## config.mk

```make
export PLATFORM = sky130hd
export DESIGN_NAME = amba_axi_read
export DESIGN_NICKNAME = d
export VERILOG_FILES = /design/src/rtl/amba_axi_pkg.sv /design/src/rtl/amba_axi_read_ostage.sv /design/src/rtl/amba_axi_read.sv
export SDC_FILE = /design/constraint.sdc
export NUM_CORES = 1
export LEC_CHECK = 0
export CAP_MARGIN = 10
export CORE_MARGIN = 1
export CORE_UTILIZATION = 37
export DETAILED_ROUTE_END_ITERATION = 8
export PLACE_DENSITY = 0.77
export SYNTH_ARGS = -nofsm -noshare
export SYNTH_HDL_FRONTEND = slang
export SYNTH_SLANG_ARGS = --single-unit
```

## constraint.sdc

```tcl
create_clock -name aclk -period 1.35 [get_ports aclk]
set_input_delay 0.27 -clock aclk [delete_from_list [all_inputs] [get_ports aclk]]
set_output_delay 0.27 -clock aclk [all_outputs]
set_load 0.005 [all_outputs]
```

## src/rtl/amba_axi_pkg.sv

```systemverilog
// Shared AXI3 constants and FSM state type for the amba_axi_read / amba_axi_write initiators.
package amba_axi_pkg;

    localparam logic [1:0] BURST_FIXED = 2'b00;
    localparam logic [1:0] BURST_INCR  = 2'b01;
    localparam logic [1:0] BURST_WRAP  = 2'b10;

    localparam logic [1:0] RESP_OKAY   = 2'b00;
    localparam logic [1:0] RESP_EXOKAY = 2'b01;
    localparam logic [1:0] RESP_SLVERR = 2'b10;
    localparam logic [1:0] RESP_DECERR = 2'b11;

    localparam logic [1:0] LOCK_NORMAL   = 2'b00;
    localparam logic [3:0] CACHE_DEFAULT = 4'b0001;
    localparam logic [2:0] PROT_DEFAULT  = 3'b010;
    localparam logic [2:0] SIZE_4B       = 3'b010;

    typedef enum logic [1:0] {
        ST_IDLE = 2'd0,
        ST_ADDR = 2'd1,
        ST_DATA = 2'd2
    } axi_state_e;

endpackage

```

## src/rtl/amba_axi_read_ostage.sv

```systemverilog
// Single-entry valid/ready output register carrying one R beat (data + last).
module amba_axi_read_ostage #(
    parameter int DATA_W = 32
) (
    input  logic              aclk,
    input  logic              aresetn,
    input  logic              in_valid,
    input  logic [DATA_W-1:0] in_data,
    input  logic              in_last,
    output logic              in_ready,
    output logic              out_valid,
    output logic [DATA_W-1:0] out_data,
    output logic              out_last,
    input  logic              out_ready
);

    logic              vld_p1;
    logic [DATA_W-1:0] data_p1;
    logic              last_p1;

    // Accept when empty or when the held beat drains this cycle.
    assign in_ready = !vld_p1 || out_ready;

    // Stage p1: output register
    always_ff @(posedge aclk or negedge aresetn) begin
        if (!aresetn) begin
            vld_p1  <= 1'b0;
            data_p1 <= '0;
            last_p1 <= 1'b0;
        end else if (in_valid && in_ready) begin
            vld_p1  <= 1'b1;
            data_p1 <= in_data;
            last_p1 <= in_last;
        end else if (out_ready) begin
            vld_p1  <= 1'b0;
        end
    end

    assign out_valid = vld_p1;
    assign out_data  = data_p1;
    assign out_last  = last_p1;

endmodule

```

## src/rtl/amba_axi_read.sv

```systemverilog
// AXI3 read initiator: one burst at a time, AR issue, R collection into a registered output stage.
module amba_axi_read
    import amba_axi_pkg::*;
#(
    parameter logic [3:0] ARID = 4'h0
) (
    input  logic        aclk,
    input  logic        aresetn,
    input  logic        req_valid,
    output logic        req_ready,
    input  logic [31:0] req_addr,
    input  logic [3:0]  req_len,
    output logic [3:0]  arid,
    output logic [31:0] araddr,
    output logic [3:0]  arlen,
    output logic [2:0]  arsize,
    output logic [1:0]  arburst,
    output logic [1:0]  arlock,
    output logic [3:0]  arcache,
    output logic [2:0]  arprot,
    output logic        arvalid,
    input  logic        arready,
    input  logic [3:0]  rid,
    input  logic [31:0] rdata,
    input  logic [1:0]  rresp,
    input  logic        rlast,
    input  logic        rvalid,
    output logic        rready,
    output logic        out_valid,
    output logic [31:0] out_data,
    output logic        out_last,
    input  logic        out_ready,
    output logic        busy,
    output logic [2:0]  err
);

    axi_state_e state;
    logic [4:0] cnt;
    logic       ost_ready;
    logic       beat;
    logic       len_hit;

    function automatic logic [4:0] sat_inc(input logic [4:0] c);
        return (c == 5'd16) ? c : c + 5'd1;
    endfunction

    assign arid    = ARID;
    assign arsize  = SIZE_4B;
    assign arburst = BURST_INCR;
    assign arlock  = LOCK_NORMAL;
    assign arcache = CACHE_DEFAULT;
    assign arprot  = PROT_DEFAULT;

    assign req_ready = (state == ST_IDLE);
    assign busy      = (state != ST_IDLE);
    assign rready    = (state == ST_DATA) && ost_ready;
    assign beat      = rvalid && rready;
    assign len_hit   = (cnt == {1'b0, arlen});

    // Burst completion follows rlast; the counter only feeds the length check.
    always_ff @(posedge aclk or negedge aresetn) begin
        if (!aresetn) begin
            state   <= ST_IDLE;
            arvalid <= 1'b0;
            araddr  <= '0;
            arlen   <= '0;
            cnt     <= '0;
            err     <= '0;
        end else begin
            case (state)
                ST_IDLE: begin
                    if (req_valid) begin
                        araddr  <= req_addr;
                        arlen   <= req_len;
                        cnt     <= '0;
                        err     <= '0;
                        arvalid <= 1'b1;
                        state   <= ST_ADDR;
                    end
                end
                ST_ADDR: begin
                    if (arready) begin
                        arvalid <= 1'b0;
                        state   <= ST_DATA;
                    end
                end
                ST_DATA: begin
                    if (beat) begin
                        cnt    <= sat_inc(cnt);
                        err[0] <= err[0] | (rresp != RESP_OKAY);
                        err[1] <= err[1] | (rid != ARID);
                        err[2] <= err[2] | (rlast != len_hit);
                        if (rlast) state <= ST_IDLE;
                    end
                end
                default: state <= ST_IDLE;
            endcase
        end
    end

    amba_axi_read_ostage #(.DATA_W(32)) u_ostage (
        .aclk      (aclk),
        .aresetn   (aresetn),
        .in_valid  (beat),
        .in_data   (rdata),
        .in_last   (rlast),
        .in_ready  (ost_ready),
        .out_valid (out_valid),
        .out_data  (out_data),
        .out_last  (out_last),
        .out_ready (out_ready)
    );

endmodule

```

# Word level (Yosys, flattened, before mapping)
# Index checks and enable logic that the tools add are counted.
[totals] register_bits=81 out_inout_bits=95 wordCells=57
[op_classes] addsub=1 n_eq_ne=10 n_mux=17 bitwise=3 n_reduce_logical=17
[op_table] cell="$mux W5" count=3
[op_table] cell="$pmux W5 S2" count=1
[op_table] cell="$reduce_bool A2 Y1" count=5
[op_table] cell="$mux W2" count=4
[op_table] cell="$ne A2 B2 Y1 const B" count=4
[op_table] cell="$reduce_and A4 Y1" count=2
[op_table] cell="$mux W3" count=2
[op_table] cell="$pmux W2 S3" count=1
[op_table] cell="$pmux W3 S2" count=1
[op_table] cell="$reduce_and A3 Y1" count=2
[op_table] cell="$add A5 B1 Y5 const B" count=1
[op_table] cell="$eq A5 B4 Y1" count=1
[op_table] cell="$eq A5 B5 Y1 const B" count=1
[op_table] cell="$mux W1" count=4
[op_table] cell="$reduce_bool A4 Y1" count=1
[op_table] cell="$logic_and A1 B1 Y1" count=3
[op_table] cell="$or A1 B1 Y1" count=3
[op_table] cell="$eq A2 B1 Y1 const B" count=1
[op_table] cell="$eq A2 B2 Y1 const B" count=1
[op_table] cell="$logic_not A2 Y1" count=1
[op_table] cell="$ne A2 B1 Y1 const B" count=1
[op_table] cell="$pmux W1 S2" count=1
[op_table] cell="$reduce_and A2 Y1" count=1
[op_table] cell="$logic_not A1 Y1" count=1
[op_table] cell="2 further kinds" count=2

# Logic depth before layout (Yosys ltp)
[depth] ltp_word=6 ltp_mapped=7 depth_no_buf=7

# Cells and area by module
# Synthesis repeated with hierarchy kept, for this count alone.
[unflattened] cells_unflattened=237 hier_area_um2=3564.7
[by_module_without_submodules] mod="amba_axi_read" n_inst=1 cells_per_inst=164 area_per_inst_um2=2137.0 seq_area_each_um2=1176.1
[by_module_without_submodules] mod="amba_axi_read_ostage" n_inst=1 cells_per_inst=73 area_per_inst_um2=1427.6 seq_area_each_um2=850.8

# Worst setup path after synthesis
# OpenSTA, ideal clock, no wires.
[synth_path] path_kind="reg2reg" startpoint="register state[1]" endpoint="register araddr[11]" setup_time_ns=0.125 arrival_ns=1.385 required_ns=1.225 path_slack_ns=-0.160 stages_incl_launch_ff=7 period_less_slack_ns=1.510 path_cell_list="dfrtp_1 or2_4 inv_2 and2_4 buf_6 buf_6 mux2_4"
[synth_via] elab_chain_len=2
[synth_rtl] item="start, declared" line="amba_axi_read.sv:37" text="axi_state_e state;"
[synth_rtl] item="start signal, assigned" line="amba_axi_read.sv:63" text="state <= ST_IDLE;"
[synth_rtl] item="start signal, assigned" line="amba_axi_read.sv:78" text="state <= ST_ADDR;"
[synth_rtl] item="start signal, assigned" line="amba_axi_read.sv:84" text="state <= ST_DATA;"
[synth_rtl] item="$logic_not A2 Y1"
[synth_rtl] item="via req_ready" line="amba_axi_read.sv:10" text="output logic req_ready,"
[synth_rtl] item="$reduce_and A2 Y1 (no source line)"
[synth_rtl] item="end signal, assigned" line="amba_axi_read.sv:73" text="araddr <= req_addr;"
[synth_rtl] item="end, declared" line="amba_axi_read.sv:14" text="output logic [31:0] araddr,"
# The timed path passes the listed nets, and every way through them passes these cells.
# A chain may end at the register's enable or synchronous reset.

# Final worst setup path
[layout_path] startpoint="register state[0]" endpoint="register araddr[6]"
[layout_via] elab_chain_len=2
[layout_rtl] item="$logic_not A2 Y1" line="amba_axi_read.sv:70" text="case (state)"
[layout_rtl] item="$reduce_and A2 Y1 (no source line)"
# Every way passes these cells.

==> metrics.yaml <==
clkSinkCount: 81
critPathKind: "reg2reg"
cts_buffers: 9
grt_pass1_wl_um: 14200
p_leak_nw: 3.03
htree_num_levels: 3
avgViaCountPerCell: 4.46
dpl.cell_count: 605
synth.top_cell.area_share: 0.564
layout_setup_ws_ps: -240
num_vias: 2912
clock-root-buffer: "clkbuf_8"
final_cells: 653
area_growth_pct: 67.8
fp.dieH_um: 101
clock_skew_ps: 11.7
synth_xor_area_frac: 0.0171
status: "finished, violations left"
cp-start-kind: "flip-flop"
antenna_left: 0
initialDrtViolationCount: 108
drive_gt1_frac: 0.273
grt_usage: 0.181
final_common_cell: "nand2_1"
nets: 602
irDropWorstVdd_v: 0.000896
die_x_um: 101
period_minus_slack_ps: 1590
routed_wl_um: 9550
io_pins: 176
fill_cells: 781
post_dp_cell_area_mm2: 0.00541
crit-reg2reg-launch: "state[0]$_DFFE_PN0P_"
ys_ff_latch: 81
grt_pass1_vias: 2974
yosysUniqueCellTypes: 37
cp_top_family: "simple AND/OR/NAND/NOR gates"
clock_latency_ps: 350
hp-class: "in2async"
netlist_area_mm2: 0.00359
initial_core_util: 0.385
grt_max_degree: 35
rsz0062_at_grt: "yes"
postSynthCellCount: 305
holdWs_ps: 362
synth_compound_area_frac: 0.0296
power.density_mw_per_mm2: 1960
port_buffers: 157
antenna_found_initial: 0
violations: "setup timing"
drt-pass1-iter-count: 4
slew_viol_final: 0
max-clock-path-buffers: 2
maxCapViolations: 0
final_hold_viol_count: 0
worst-path-buf-inv: 2
ys_seq_area_frac: 0.564
diodes: 0
synthMuxAreaShare: 0.148
avgSynthCellArea_um2: 11.8
min_period_over_period: 1.18
clkSlewWorstSetupHoldPaths_ps: 80
slowest_stage: "dfrtp_1"
ys_warn_count: 0
drc: 0
yosysTopAreaCell: "dfrtp_1"
crit_fanout: 11
worstPathArrival_ps: 1820
postLayoutCoreUtil: 0.646
grt-ovfl-total: 0
max_freq_mhz: 629
synth_fa_ha_area_frac: 0.00697
stdcell_area_mm2: 0.00602
max_stage_delay_ps: 400
regArea_mm2: 0.00203
synthSimpleGateAreaFrac: 0.152
cp-end-kind: "flip-flop"
wl_per_cell_um: 14.6
rows: 35
crit_required_ps: 1580
setup_violations: 80
place_congestion: 0.779
core_mm2: 0.00933
path_cells: "or2_4 > inv_2 > and2_4 > buf_12 > mux2_4"
synth_top_family_by_area: "simple AND/OR/NAND/NOR gates"
detailed_place_hpwl_um: 6650
multi_input_area_mm2: 0.00144
crit_start: "state[0]$_DFFE_PN0P_"
synth_area_leaders: "dfrtp_1 (56%), mux2_4 (14%), nand2_1 (11%), buf_4 (4.4%), buf_12 (1.7%)"
dieArea_mm2: 0.0101
layout.cells.most_common_list: "nand2_1 (91), dfrtp_1 (81), clkdlybuf4s50_1 (79)"
tritoncts: "built"
## final cells by class
class | instances | area share
inverter | 6 | 0.00374
sequential | 81 | 0.336
tap | 129 | 0.0268
clock inverter | 5 | 0.0133
timing repair buffer | 218 | 0.359
clock buffer | 11 | 0.0218
multi-input combinational | 203 | 0.239
## final timing paths
kind                                                           to  slack (ps)  cells past startpoint
worst max-delay path                        araddr[6]$_DFFE_PN0P_        -240                      5
worst min-delay path            u_ostage.out_data[10]$_DFFE_PN0P_         360                      2
min in group aclk               u_ostage.out_data[20]$_DFFE_PN0P_         450                      3
max in group asynchronous                  araddr[20]$_DFFE_PN0P_         530                      3
worst max register to register              araddr[6]$_DFFE_PN0P_        -240                      5
worst min register to register      u_ostage.out_last$_DFFE_PN0P_         470                      2
## flip-flops by register name, indices dropped and copies added (netlist names)
name	flops
arlen	4
araddr	32
u_ostage.out_valid	1
u_ostage.out_last	1
err	3
arvalid	1
u_ostage.out_data	32
cnt	5
state	2
## cell usage after synthesis, drive strengths merged
cell type,n
a211oi,1
mux2,36
and2,2
o31a,1
dfrtp,81
and3,1
nand2b,1
o21ai,5
nor4,1
a22o,1
inv,6
xnor2,6
clkbuf,1
xor2,1
conb,2
or4,1
buf,30
nor2,6
nor3,2
o31ai,1
a21oi,3
ha,2
a41oi,1
o22ai,1
nor3b,1
nand3,4
nand2,102
or2,1
nand4bb,1
and2b,3
## logic make-up after synthesis
family	after synthesis
AO/OA/AOI/OAI	14
multiplexers	36
flip-flops	81
AND/OR/NAND/NOR	126
XOR/XNOR	7
adder cells (fa/ha/maj)	2
buffers and inverters	37
other	2
## report_power, final
group / switching, mW / internal [mW]
combinational: 2.15 / 3.66
sequential: 0.588 / 3.52
clock: 0.858 / 1.04
total: 3.60 / 8.22
## timing repair
action	CTS	global route
hold buffers	1	0
cloned	2	5
buffers inserted	20	5
endpoints found under the hold margin	17	0
endpoints found under the setup margin	155	83
resized for setup	116	26
pin swaps	10	17
## stage by stage
| step | TNS (ps) | setup slack, ps | total power, mW |
|---|---|---|---|
| after floorplan | -5410 | -157 | 6.56 |
| after global placement | -26150 | -429 | 9.54 |
| after detailed placement | -28220 | -456 | 9.71 |
| after CTS | -7230 | -186 | 11.5 |
| after global routing | -15060 | -309 | 12.6 |
| final | -10210 | -240 | 11.8 |
## metal layers
metal / GRT usage / share of wire / vias up / wire length, um
met2: 0.325 / 0.53 / 101 / 5080
met3: 0.0479 / 0.055 / 13 / 522
met5: 0 / 0 / - / 0
met4: 0.0468 / 0.012 / 0 / 119
met1: 0.213 / 0.40 / 1424 / 3830
li1: - / - / 1374 / -
(Power assumes the default switching activity.)
